File: config.mk
export PLATFORM = sky130hd
export DESIGN_NAME = grf_wb_arbiter_flat
export DESIGN_NICKNAME = d
export VERILOG_FILES = /design/src/rtl/grf_wb_arbiter_if.sv /design/src/rtl/grf_wb_arbiter.sv /design/src/flat_wrapper.sv
export SDC_FILE = /design/constraint.sdc
export NUM_CORES = 1
export LEC_CHECK = 0
export ABC_AREA = 1
export CORE_ASPECT_RATIO = 0.9
export CORE_MARGIN = 5
export CORE_UTILIZATION = 30
export CTS_CLUSTER_DIAMETER = 40
export CTS_CLUSTER_SIZE = 28
export DETAILED_ROUTE_END_ITERATION = 12
export GPL_TIMING_DRIVEN = 0
export PLACE_DENSITY = 0.68
export SLEW_MARGIN = 15
export SYNTH_ARGS = -nofsm -noshare
export SYNTH_HDL_FRONTEND = slang
export SYNTH_SLANG_ARGS = --single-unit
File: constraint.sdc
create_clock -name clk -period 2.8 [get_ports clk]
set_input_delay 0.56 -clock clk [delete_from_list [all_inputs] [get_ports clk]]
set_output_delay 0.56 -clock clk [all_outputs]
set_load 0.01 [all_outputs]
File: src/rtl/grf_wb_arbiter_if.sv
// grf_wb_arbiter_if: writeback-source requests, register-file write port, hazard query and write counter
//   v0..v2/a0..a2/d0..d2/p0..p2 : per-source request valid, dest reg, data, pc
//   rdy0..rdy2                  : per-source grant
//   stall                       : freezes arbitration
//   WE/A3/WD/pc                 : registered register-file write port and trace pc
//   ra1/ra2, pend1/pend2        : read addresses and their pending-write flags
//   wr_cnt                      : saturating count of committed non-$0 writes
interface grf_wb_arbiter_if #(parameter int DW = 32, parameter int CW = 16);
  logic v0, v1, v2;
  logic [4:0] a0, a1, a2;
  logic [DW-1:0] d0, d1, d2;
  logic [DW-1:0] p0, p1, p2;
  logic rdy0, rdy1, rdy2;
  logic stall;
  logic WE;
  logic [4:0] A3;
  logic [DW-1:0] WD, pc;
  logic [4:0] ra1, ra2;
  logic pend1, pend2;
  logic [CW-1:0] wr_cnt;
  modport master (
    output v0, v1, v2, a0, a1, a2, d0, d1, d2, p0, p1, p2, stall, ra1, ra2,
    input rdy0, rdy1, rdy2, WE, A3, WD, pc, pend1, pend2, wr_cnt
  );
  modport slave (
    input v0, v1, v2, a0, a1, a2, d0, d1, d2, p0, p1, p2, stall, ra1, ra2,
    output rdy0, rdy1, rdy2, WE, A3, WD, pc, pend1, pend2, wr_cnt
  );
endinterface

File: src/rtl/grf_wb_arbiter.sv
// grf_wb_arbiter: round-robin arbiter for the register file's single write port
//   clk   : clock, rising edge
//   reset : asynchronous active-low reset
//   b     : grf_wb_arbiter_if slave (source requests/grants, write port, hazard flags, counter)
module grf_wb_arbiter #(
  parameter int DW = 32,
  parameter int CW = 16
) (
  input logic clk,
  input logic reset,
  grf_wb_arbiter_if.slave b
);
  logic [2:0] vv;
  logic [1:0] ptr, o1, o2, win;
  logic go, we_n;
  logic [4:0] sa;
  logic [DW-1:0] sd, sp;
  logic we_q;
  logic [4:0] a3_q;
  logic [DW-1:0] wd_q, pc_q;
  logic [CW-1:0] cnt;
  always_comb begin
    vv = {b.v2, b.v1, b.v0};
    o1 = ptr == 2'd2 ? 2'd0 : ptr + 2'd1;
    o2 = ptr == 2'd0 ? 2'd2 : ptr - 2'd1;
    win = vv[ptr] ? ptr : vv[o1] ? o1 : o2;
    // grants are suppressed while reset is held so no request is consumed and lost
    go = reset && !b.stall && |vv;
    sa = win == 2'd0 ? b.a0 : win == 2'd1 ? b.a1 : b.a2;
    sd = win == 2'd0 ? b.d0 : win == 2'd1 ? b.d1 : b.d2;
    sp = win == 2'd0 ? b.p0 : win == 2'd1 ? b.p1 : b.p2;
    // a $0 write is consumed but never reaches the register file
    we_n = go && sa != 5'd0;
  end
  always_ff @(posedge clk or negedge reset)
    if (!reset) begin
      we_q <= 1'b0;
      a3_q <= 5'd0;
      wd_q <= '0;
      pc_q <= '0;
      ptr <= 2'd0;
      cnt <= '0;
    end else begin
      we_q <= we_n;
      if (go) begin
        a3_q <= sa;
        wd_q <= sd;
        pc_q <= sp;
        ptr <= win == 2'd2 ? 2'd0 : win + 2'd1;
      end
      if (we_n && !(&cnt)) cnt <= cnt + 1'b1;
    end
  assign b.rdy0 = go && win == 2'd0;
  assign b.rdy1 = go && win == 2'd1;
  assign b.rdy2 = go && win == 2'd2;
  assign b.WE = we_q;
  assign b.A3 = a3_q;
  assign b.WD = wd_q;
  assign b.pc = pc_q;
  assign b.wr_cnt = cnt;
  // outstanding = still requesting, or sitting in the output stage this cycle
  assign b.pend1 = b.ra1 != 5'd0 && ((b.v0 && b.a0 == b.ra1) || (b.v1 && b.a1 == b.ra1) ||
                   (b.v2 && b.a2 == b.ra1) || (we_q && a3_q == b.ra1));
  assign b.pend2 = b.ra2 != 5'd0 && ((b.v0 && b.a0 == b.ra2) || (b.v1 && b.a1 == b.ra2) ||
                   (b.v2 && b.a2 == b.ra2) || (we_q && a3_q == b.ra2));
endmodule

File: src/flat_wrapper.sv
// flat-port wrapper written by rule: the top's interface ports become plain ports
module grf_wb_arbiter_flat 
#(
  parameter int DW = 32,
  parameter int CW = 16
)
  (clk, reset, b_v0, b_v1, b_v2, b_a0, b_a1, b_a2, b_d0, b_d1, b_d2, b_p0, b_p1, b_p2, b_stall, b_ra1, b_ra2, b_rdy0, b_rdy1, b_rdy2, b_WE, b_A3, b_WD, b_pc, b_pend1, b_pend2, b_wr_cnt);
  grf_wb_arbiter_if #(.DW(DW), .CW(CW)) b_i ();
  input logic clk;
  input logic reset;
  input wire logic [$bits(b_i.v0)-1:0] b_v0;
  input wire logic [$bits(b_i.v1)-1:0] b_v1;
  input wire logic [$bits(b_i.v2)-1:0] b_v2;
  input wire logic [$bits(b_i.a0)-1:0] b_a0;
  input wire logic [$bits(b_i.a1)-1:0] b_a1;
  input wire logic [$bits(b_i.a2)-1:0] b_a2;
  input wire logic [$bits(b_i.d0)-1:0] b_d0;
  input wire logic [$bits(b_i.d1)-1:0] b_d1;
  input wire logic [$bits(b_i.d2)-1:0] b_d2;
  input wire logic [$bits(b_i.p0)-1:0] b_p0;
  input wire logic [$bits(b_i.p1)-1:0] b_p1;
  input wire logic [$bits(b_i.p2)-1:0] b_p2;
  input wire logic [$bits(b_i.stall)-1:0] b_stall;
  input wire logic [$bits(b_i.ra1)-1:0] b_ra1;
  input wire logic [$bits(b_i.ra2)-1:0] b_ra2;
  output wire logic [$bits(b_i.rdy0)-1:0] b_rdy0;
  output wire logic [$bits(b_i.rdy1)-1:0] b_rdy1;
  output wire logic [$bits(b_i.rdy2)-1:0] b_rdy2;
  output wire logic [$bits(b_i.WE)-1:0] b_WE;
  output wire logic [$bits(b_i.A3)-1:0] b_A3;
  output wire logic [$bits(b_i.WD)-1:0] b_WD;
  output wire logic [$bits(b_i.pc)-1:0] b_pc;
  output wire logic [$bits(b_i.pend1)-1:0] b_pend1;
  output wire logic [$bits(b_i.pend2)-1:0] b_pend2;
  output wire logic [$bits(b_i.wr_cnt)-1:0] b_wr_cnt;
  assign b_i.v0 = b_v0;
  assign b_i.v1 = b_v1;
  assign b_i.v2 = b_v2;
  assign b_i.a0 = b_a0;
  assign b_i.a1 = b_a1;
  assign b_i.a2 = b_a2;
  assign b_i.d0 = b_d0;
  assign b_i.d1 = b_d1;
  assign b_i.d2 = b_d2;
  assign b_i.p0 = b_p0;
  assign b_i.p1 = b_p1;
  assign b_i.p2 = b_p2;
  assign b_i.stall = b_stall;
  assign b_i.ra1 = b_ra1;
  assign b_i.ra2 = b_ra2;
  assign b_rdy0 = b_i.rdy0;
  assign b_rdy1 = b_i.rdy1;
  assign b_rdy2 = b_i.rdy2;
  assign b_WE = b_i.WE;
  assign b_A3 = b_i.A3;
  assign b_WD = b_i.WD;
  assign b_pc = b_i.pc;
  assign b_pend1 = b_i.pend1;
  assign b_pend2 = b_i.pend2;
  assign b_wr_cnt = b_i.wr_cnt;
  grf_wb_arbiter #(.DW(DW), .CW(CW)) u_core (.clk(clk), .reset(reset), .b(b_i));
endmodule
==> results of run 1 <==
cell usage after synthesis, types with 2 or more instances:
| library cell | n | area share, % |
|---|---|---|
| dfrtp_1 | 88 | 38 |
| o211ai_1 | 64 | 8.3 |
| o22ai_1 | 13 | 1.4 |
| clkbuf_1 | 36 | 2.3 |
| a21oi_1 | 11 | 0.95 |
| ha_1 | 4 | 0.87 |
| inv_2 | 5 | 0.33 |
| nor3_1 | 5 | 0.43 |
| buf_2 | 9 | 0.78 |
| buf_1 | 2 | 0.13 |
| nand4_1 | 20 | 2.2 |
| a221oi_1 | 13 | 2.0 |
| xnor2_1 | 9 | 1.4 |
| a31oi_1 | 65 | 7.0 |
| nor2_1 | 85 | 5.5 |
| nand3_1 | 30 | 2.6 |
| nand3_4 | 2 | 0.61 |
| inv_1 | 104 | 6.8 |
| o21ai_0 | 5 | 0.43 |
| xor2_1 | 11 | 1.7 |
| a41oi_1 | 2 | 0.30 |
| nand2_1 | 215 | 14 |
| nand2_2 | 2 | 0.22 |
sequential cells by signal, summed over array words and instances, names as in the netlist:
name,cells
u_core.b.WD,32
u_core.b.pc,32
u_core.b.A3,5
u_core.b.wr_cnt,16
u_core.b.WE,1
u_core.ptr,2
cells by family after synthesis:
logic type / Yosys count / synth area share, %
buffers and inverters: 157 / 10.5
and+or+nand+nor: 364 / 26.3
AOI/OAI and AO/OA: 177 / 21.1
xor gates and xnor gates: 20 / 3.03
adders and majority gates: 4 / 0.867
DFF: 88 / 38.2
repair_timing:
| action | CTS | global route |
|---|---|---|
| setup buffers | 8 | 2 |
| setup endpoints to repair | 84 | 56 |
| pin swaps | 1 | 6 |
| resized for setup | 35 | 31 |
report_power, final:
| part | total, mW | switching (mW) | leakage, nW | internal [mW] |
|---|---|---|---|---|
| logic | 6.39 | 3.69 | 3.13 | 2.70 |
| clock network | 1.20 | 0.544 | 0.134 | 0.655 |
| registers | 2.19 | 0.382 | 1.03 | 1.81 |
| total | 9.77 | 4.61 | 4.30 | 5.16 |
final timing paths:
check,cells after the start,start,end,slack (ns)
max,6,b_a1[2],b_pend1,0.08
min,1,reset,u_core.b.wr_cnt[6]$_DFFE_PN0P_,0.14
max reg2reg,13,u_core.ptr[0]$_DFFE_PN0P_,u_core.b.pc[2]$_DFFE_PN0P_,0.13
min reg2reg,2,u_core.b.wr_cnt[7]$_DFFE_PN0P_,u_core.b.wr_cnt[7]$_DFFE_PN0P_,0.53
max in group asynchronous,2,reset,u_core.b.WD[22]$_DFFE_PN0P_,2.08
min in group clk,2,u_core.b.wr_cnt[7]$_DFFE_PN0P_,u_core.b.wr_cnt[7]$_DFFE_PN0P_,0.53
per-layer routing:
layer	vias up	global-route usage [%]	part of all wire (%)
met2	263	37.8	50
met4	0	5.16	1.8
li1	3401	-	-
met5	-	0	0
met3	28	6.22	8.4
met1	3252	26.5	40
final cells by class:
| type | instances | share of cell area (%) |
|---|---|---|
| plain buffers | 47 | 2.38 |
| clock buffers | 11 | 2.59 |
| clock inverters | 5 | 0.411 |
| inverters | 109 | 4.23 |
| multi-input cells | 565 | 31.4 |
| flip-flops and latches | 88 | 22.6 |
| well taps | 250 | 3.21 |
| repair buffers | 323 | 33.2 |
worst register-to-register path, cell delays in order (launching register included):
cell and delay [ns]:
dfrtp_1 0.42, inv_2 0.08, buf_4 0.16, nand2_1 0.05, nand2_1 0.12, a21oi_4 0.21
a21oi_4 0.10, buf_6 0.12, buf_4 0.14, nand2_2 0.09, buf_2 0.29, clkbuf_1 0.44
o211ai_1 0.22, a31oi_1 0.16
stage by stage:
step                hold slack [ns]  util [%]  TNS, ns  instances
floorplan                     0.264         -        0        810
global placement              0.518      48.4  -594.69       1372
detailed placement            0.513      48.5   -47.53       1373
CTS                           0.238      50.7        0       1396
global route                  0.161      51.2   -0.168       1398
finish                        0.139      51.2        0       1398
==> flow_metrics.env, run 1 <==
export IMPL_dr_pass1_iters=5
export IMPL_crit_slowest_cell="clkdlybuf4s50_1"
export IMPL_yosysUniqueCellTypes=33
export IMPL_outcome="complete, no violations"
export IMPL_ys_ff_latch=88
export IMPL_startpoint_type="primary input"
export IMPL_finalPower_mw=9.77
export IMPL_worstSetupPathType="primary input to primary output"
export IMPL_clock_latency_ns=0.35
export IMPL_syn_cell_area_mm2=0.00577
export IMPL_htreeDepth=3
export IMPL_hold_violations=0
export IMPL_num_io_pins=314
export IMPL_cts_buffers=9
export IMPL_clock_root_buffer="clkbuf_16"
export IMPL_path_clk_slew_ns=0.06
export IMPL_wl_per_cell_um=17.9
export IMPL_cts_tree="done"
export IMPL_finalMaxSlewViolations=0
export IMPL_syn_inst=810
export IMPL_initial_core_util_pct=30.3
export IMPL_portBuffers=312
export IMPL_ant_nets=0
export IMPL_drtIter0Drc=310
export IMPL_drt_total_wl_mm=25.0
export IMPL_viasPerCell=4.97
export IMPL_coreArea_mm2=0.0190
export IMPL_clock_skew_ns=0.00629
export IMPL_fin_crit_sh_pct=97.2
export IMPL_end_kind="primary output"
export IMPL_layout_commonest_cell="clkdlybuf4s50_1"
export IMPL_regArea_mm2=0.00220
export IMPL_synth_edf_count=0
export IMPL_gp_congestion=0.921
export IMPL_setup_viol=0
export IMPL_layout_drive_gt1_share_pct=7.06
export IMPL_die_w_um=156
export IMPL_synth_nets=1037
export IMPL_place_hpwl_mm=19.9
export IMPL_max_cap_violations=0
export IMPL_holdCritPathClass="primary input to async pin"
export IMPL_crit_required_ns=2.24
export IMPL_finalWorstSetupSlack_ns=0.0796
export IMPL_die_h_um=142
export IMPL_worst_pin_slew_ns=0.700
export IMPL_slowest_delay_ns=0.51
export IMPL_cts_hold_buffers=0
export IMPL_vias=6944
export IMPL_antenna_found_initial=0
export IMPL_crit_chain="clkdlybuf4s50_1, xor2_1, a221oi_1, nand4_1, a41oi_2, dlygate4sd2_1"
export IMPL_yosys_warnings=0
export IMPL_crit_buf_inv=2
export IMPL_cts_path_max_buffers=2
export IMPL_nets=1370
export IMPL_crit_family="buffers and inverters"
export IMPL_area_growth_pct=68.8
export IMPL_post_route_cell_area_mm2=0.00974
export IMPL_multi_input_area_mm2=0.00306
export IMPL_layout_common_cells="clkdlybuf4s50_1, nand2_1, inv_1"
export IMPL_ys_async_sr_fraction_pct=100
export IMPL_cp_arrival_ns=2.16
export IMPL_grt_overflow_total=0
export IMPL_grt_usage_pct=21.7
export IMPL_path_max_fanout=4
export IMPL_ir_worst_vdd_mv=0.532
export IMPL_clock_fmax_ghz=0.368
export IMPL_route_detailed_drc=0
export IMPL_syn_area_per_cell_um2=7.13
export IMPL_diodes=0
export IMPL_ys_seq_area_share_pct=38.2
export IMPL_grt_pass1_vias=6726
export IMPL_num_fill_cells=1902
export IMPL_ys_flop_type="dfrtp_1"
export IMPL_p_leak_nw=4.30
export IMPL_max_slew_margin_pct=53.4
export IMPL_fin_crit_ns=2.72
export IMPL_pre_cts_slack_ns=-1.22
export IMPL_clock_sinks=88
export IMPL_grt_pass1_wl_mm=37.4
export IMPL_grt_max_degree=47
export IMPL_p_per_area_mw_per_mm2=1000
export IMPL_num_rows=48
export IMPL_dpl_instance_area_mm2=0.00923
export IMPL_dieArea_mm2=0.0221
Power figures use the tool's default switching activity.
==> inputs of run 2 (changes only) <==
--- a/config.mk
+++ b/config.mk
@@ -8,12 +8,13 @@
 export ABC_AREA = 1
 export CORE_ASPECT_RATIO = 0.9
 export CORE_MARGIN = 5
-export CORE_UTILIZATION = 30
+export CORE_UTILIZATION = 38
 export CTS_CLUSTER_DIAMETER = 40
 export CTS_CLUSTER_SIZE = 28
 export DETAILED_ROUTE_END_ITERATION = 12
 export GPL_TIMING_DRIVEN = 0
-export PLACE_DENSITY = 0.68
+export HOLD_SLACK_MARGIN = 0.1
+export PLACE_DENSITY = 0.82
 export SLEW_MARGIN = 15
 export SYNTH_ARGS = -nofsm -noshare
 export SYNTH_HDL_FRONTEND = slang
==> flow_metrics.env, run 2 (synthesis results as in run 1) <==
export IMPL_end_kind="primary output"
export IMPL_p_int_mw=5.07
export IMPL_place_hpwl_mm=18.8
export IMPL_die_h_um=127
export IMPL_p_switching_mw=4.44
export IMPL_hold_violations=0
export IMPL_path_max_fanout=4
export IMPL_combPwrFrac_pct=64.5
export IMPL_worst_pin_slew_ns=0.629
export IMPL_layout_commonest_cell="clkdlybuf4s50_1"
export IMPL_viasPerCell=5.19
export IMPL_grt_overflow_total=0
export IMPL_finalMaxSlewViolations=0
export IMPL_clock_skew_ns=0.00940
export IMPL_post_route_cell_area_mm2=0.00957
export IMPL_crit_slowest_cell="clkdlybuf4s50_1"
export IMPL_p_leak_nw=4.27
export IMPL_stdcell_count=1344
export IMPL_max_cap_violations=0
export IMPL_layout_drive_gt1_share_pct=6.11
export IMPL_fin_crit_ns=2.74
export IMPL_initial_core_util_pct=38.9
export IMPL_cts_hold_buffers=0
export IMPL_crit_required_ns=2.24
export IMPL_fin_crit_sh_pct=98.0
export IMPL_slowest_delay_ns=0.49
export IMPL_clock_sinks=88
export IMPL_grt_pass1_wl_mm=36.9
export IMPL_grt_max_degree=52
export IMPL_max_slew_margin_pct=58.1
export IMPL_layout_common_cells="clkdlybuf4s50_1, nand2_1, inv_1"
export IMPL_ant_nets=0
export IMPL_die_w_um=140
export IMPL_finalWorstSetupSlack_ns=0.0558
export IMPL_p_sw_share_pct=46.7
export IMPL_finalPower_mw=9.51
export IMPL_worstSetupPathType="primary input to primary output"
export IMPL_drtIter0Drc=450
export IMPL_antenna_found_initial=2
export IMPL_portBuffers=312
export IMPL_num_io_pins=314
export IMPL_cts_path_max_buffers=2
export IMPL_r2r_start="u_core.ptr[1]$_DFFE_PN0P_"
export IMPL_placedCellCount=1321
export IMPL_grt_pass1_vias=6851
export IMPL_dpl_instance_area_mm2=0.00917
export IMPL_nets=1367
export IMPL_dieArea_mm2=0.0178
export IMPL_p_per_area_mw_per_mm2=993
export IMPL_route_detailed_drc=0
export IMPL_r2r_end="u_core.b.wr_cnt[3]$_DFFE_PN0P_"
export IMPL_clock_latency_ns=0.35
export IMPL_wl_per_cell_um=17.8
export IMPL_final_core_util_pct=64.6
export IMPL_startpoint_type="primary input"
export IMPL_reg2reg_depth=19
export IMPL_crit_chain="clkdlybuf4s50_1, xor2_1, a221oi_1, nand4_1, a41oi_1, dlygate4sd2_1"
export IMPL_ir_worst_vdd_mv=0.569
export IMPL_seqPwrFrac_pct=22.9
export IMPL_path_clk_slew_ns=0.07
export IMPL_crit_family="buffers and inverters"
export IMPL_crit_buf_inv=2
export IMPL_area_growth_pct=65.8
export IMPL_vias=6982
export IMPL_dr_pass1_iters=5
export IMPL_drt_total_wl_mm=23.9
export IMPL_grt_usage_pct=25.9
export IMPL_clock_root_buffer="clkbuf_16"
export IMPL_holdCritPathClass="primary input to async pin"
export IMPL_pre_cts_slack_ns=-1.15
export IMPL_setup_viol=0
export IMPL_pwr_share_clk_pct=12.6
export IMPL_r2r_setup_slack_ns=0.22
export IMPL_clock_fmax_ghz=0.364
export IMPL_cts_tree="done"
export IMPL_coreArea_mm2=0.0148
export IMPL_outcome="complete, no violations"
export IMPL_cts_buffers=9
export IMPL_htreeDepth=3
export IMPL_gp_congestion=0.944
export IMPL_num_rows=42
export IMPL_cp_arrival_ns=2.18
## run 2: layout make-up
cell class,instances,area (µm²)
Fill cell,1325,5250
Timing Repair Buffer,321,3200
Multi-Input combinational cell,565,3000
Sequential cell,88,2200
Inverter,109,412
Clock buffer,11,253
Tap cell,198,248
Buffer,46,214
Clock inverter,5,38.8
Antenna cell,1,2.50
## run 2: through the flow
step	hold WS [ns]	setup TNS [ns]
3_5_place_dp	0.526	-42.86
2_1_floorplan	0.264	0
4_1_cts	0.211	0
6_report	0.193	0
5_1_grt	0.229	-0.0386
3_3_place_gp	0.516	-563.57
## run 2: worst max-delay path by stage
stage	from	endpoint	slack (ns)	cells past startpoint
2_1_floorplan	u_core.ptr[1]$_DFFE_PN0P_	b_rdy1	0.30	12
3_3_place_gp	reset	b_rdy2	-4.82	7
3_5_place_dp	b_v1	b_rdy2	-1.15	9
4_1_cts	b_ra1[2]	b_pend1	0.007	6
5_1_grt	u_core.ptr[1]$_DFFE_PN0P_	b_rdy1	-0.01	12
6_report	b_a1[2]	b_pend1	0.06	6
## run 2: metal layers
layer	routed length (µm)	GRT usage [%]
met3	2280	8.24
met5	7	0
met1	8950	30.7
met2	12000	44.9
met4	685	8.38
## run 2: what timing repair did
action,in CTS,in global routing
pin swaps,3,2
resized for setup,29,19
buffers inserted,6,2
hold endpoints to repair,0,0
endpoints found under the setup margin,84,36
## run 2: power groups by stage
| stage | Clock (mW) | Combinational, mW | Sequential (mW) |
|---|---|---|---|
| after floorplan | 0 | 3.13 | 2.39 |
| after global placement | 0 | 5.87 | 2.15 |
| after detailed placement | 0 | 5.96 | 2.18 |
| after CTS | 1.21 | 6.07 | 2.17 |
| after global routing | 1.26 | 6.73 | 2.25 |
| final | 1.20 | 6.13 | 2.17 |
==> inputs of run 3 (changes only) <==
--- a/config.mk
+++ b/config.mk
@@ -12,7 +12,6 @@
 export CTS_CLUSTER_DIAMETER = 40
 export CTS_CLUSTER_SIZE = 28
 export DETAILED_ROUTE_END_ITERATION = 12
-export GPL_TIMING_DRIVEN = 0
 export HOLD_SLACK_MARGIN = 0.1
 export PLACE_DENSITY = 0.82
 export SLEW_MARGIN = 15
==> flow_metrics.env, run 3 (synthesis results as in run 1) <==
export IMPL_outcome="complete, no violations"
export IMPL_clock_latency_ns=0.34
export IMPL_setup_worst_path_end="b_pend2"
export IMPL_r2r_start="u_core.ptr[1]$_DFFE_PN0P_"
export IMPL_stdcell_count=1344
export IMPL_drtIter0Drc=349
export IMPL_vias=6839
export IMPL_layout_drive_gt1_share_pct=8.29
export IMPL_viasPerCell=5.09
export IMPL_nets=1368
export IMPL_cp_startpoint="b_a0[1]"
export IMPL_end_kind="primary output"
export IMPL_hold_ws_ns=0.318
export IMPL_clock_root_buffer="clkbuf_16"
export IMPL_setup_viol=0
export IMPL_drt_total_wl_mm=22.4
export IMPL_portBuffers=313
export IMPL_dpl_instance_area_mm2=0.00939
export IMPL_finalWorstSetupSlack_ns=0.0869
export IMPL_ant_nets=0
export IMPL_cts_tree="done"
export IMPL_r2r_setup_slack_ns=0.29
export IMPL_path_clk_slew_ns=0.06
export IMPL_finalMaxSlewViolations=0
export IMPL_grt_pass1_wl_mm=35.2
export IMPL_worstSetupPathType="primary input to primary output"
export IMPL_startpoint_type="primary input"
export IMPL_num_rows=42
export IMPL_layout_commonest_cell="clkdlybuf4s50_1"
export IMPL_worst_pin_slew_ns=0.645
export IMPL_crit_required_ns=2.24
export IMPL_cts_buffers=9
export IMPL_max_cap_violations=0
export IMPL_grt_usage_pct=24.6
export IMPL_diodes=0
export IMPL_pre_cts_slack_ns=-0.282
export IMPL_hold_violations=0
export IMPL_route_detailed_drc=0
export IMPL_clock_skew_ns=0.00438
export IMPL_placedCellCount=1326
export IMPL_coreArea_mm2=0.0148
export IMPL_cts_hold_buffers=0
export IMPL_holdCritPathClass="primary input to async pin"
export IMPL_grt_pass1_vias=6631
export IMPL_dieArea_mm2=0.0178
export IMPL_area_growth_pct=67.9
export IMPL_clock_fmax_ghz=0.369
export IMPL_fin_crit_ns=2.71
export IMPL_htreeDepth=3
export IMPL_reg2reg_depth=15
export IMPL_wl_per_cell_um=16.7
export IMPL_clock_sinks=88
export IMPL_p_leak_nw=4.36
export IMPL_place_hpwl_mm=17.6
export IMPL_die_w_um=140
export IMPL_path_max_fanout=3
export IMPL_grt_max_degree=69
export IMPL_gp_congestion=0.934
export IMPL_cts_path_max_buffers=2
export IMPL_rsz0062_at_grt="no"
export IMPL_fin_crit_sh_pct=96.9
export IMPL_die_h_um=127
export IMPL_p_per_area_mw_per_mm2=962
export IMPL_max_slew_margin_pct=57.0
export IMPL_post_route_cell_area_mm2=0.00969
export IMPL_grt_overflow_total=0
export IMPL_dr_pass1_iters=5
export IMPL_ir_worst_vdd_mv=0.801
export IMPL_num_io_pins=314
export IMPL_cp_arrival_ns=2.15
export IMPL_initial_core_util_pct=38.9
export IMPL_r2r_end="u_core.b.pc[23]$_DFFE_PN0P_"
export IMPL_antenna_found_initial=0
export IMPL_layout_common_cells="clkdlybuf4s50_1, nand2_1, inv_1"
run 3: cell count changes in the layout (fill, tap and decap cells not counted), sizes merged:
cell           delta
dlymetal6s2s      -1
clkbuf           -32
clkinv            +1
diode             -1
inv               -1
clkdlybuf4s15     +1
clkdlybuf4s50     +9
buf              +34
dlygate4sd2      -10
run 3: how the worst min path moves through the flow:
stage,from,endpoint,slack [ns],cells past startpoint
floorplan,reset,u_core.b.A3[0]$_DFFE_PN0P_,0.26,0
global placement,u_core.b.wr_cnt[7]$_DFFE_PN0P_,u_core.b.wr_cnt[7]$_DFFE_PN0P_,0.52,2
detailed placement,u_core.b.wr_cnt[7]$_DFFE_PN0P_,u_core.b.wr_cnt[7]$_DFFE_PN0P_,0.53,2
CTS,reset,u_core.b.wr_cnt[15]$_DFFE_PN0P_,0.33,2
global route,reset,u_core.b.wr_cnt[15]$_DFFE_PN0P_,0.36,2
finish,reset,u_core.b.A3[4]$_DFFE_PN0P_,0.32,2
run 3: what timing repair did:
action / in CTS / in global routing
setup endpoints to repair: 5 / 5
gates cloned: 0 / 0
resized for setup: 8 / 12
buffers inserted: 0 / 2
run 3: power by group:
part           internal [mW]  switching (mW)  total, mW
Combinational           2.69            3.31       6.00
Clock                  0.625           0.508       1.13
Sequential              1.81           0.375       2.18
run 3: layout make-up:
cell class / count / area (µm²)
inverters: 109 / 412
fillers: 1292 / 5130
multi-input cells: 565 / 2980
clock inverters: 5 / 31.3
flip-flops and latches: 88 / 2200
repair buffers: 368 / 3570
clock buffers: 11 / 243
well taps: 198 / 248
run 3: per-layer routing:
metal  track usage [%]  part of all wire, %  up-vias
li1                  -                    -     3413
met1              29.1                   39     3089
met2              42.4                   49      300
met3              8.88                  9.8       37
met4              6.32                  2.0        0
met5                 0                    0        -
run 3: worst max-delay path, stage by stage:
cell and delay [ns]:
clkdlybuf4s50_1 0.49, xor2_1 0.19, a221oi_1 0.26, nand3_1 0.12, a41oi_1 0.23, dlygate4sd2_1 0.30
run 3: per-stage QoR:
stage / util (%) / total power, mW / TNS (ns)
floorplan: - / 5.51 / 0
global placement: 63.4 / 8.11 / -6.25
detailed placement: 63.4 / 8.21 / -8.56
CTS: 65.2 / 9.38 / 0
global route: 65.4 / 10.1 / 0
finish: 65.4 / 9.32 / 0
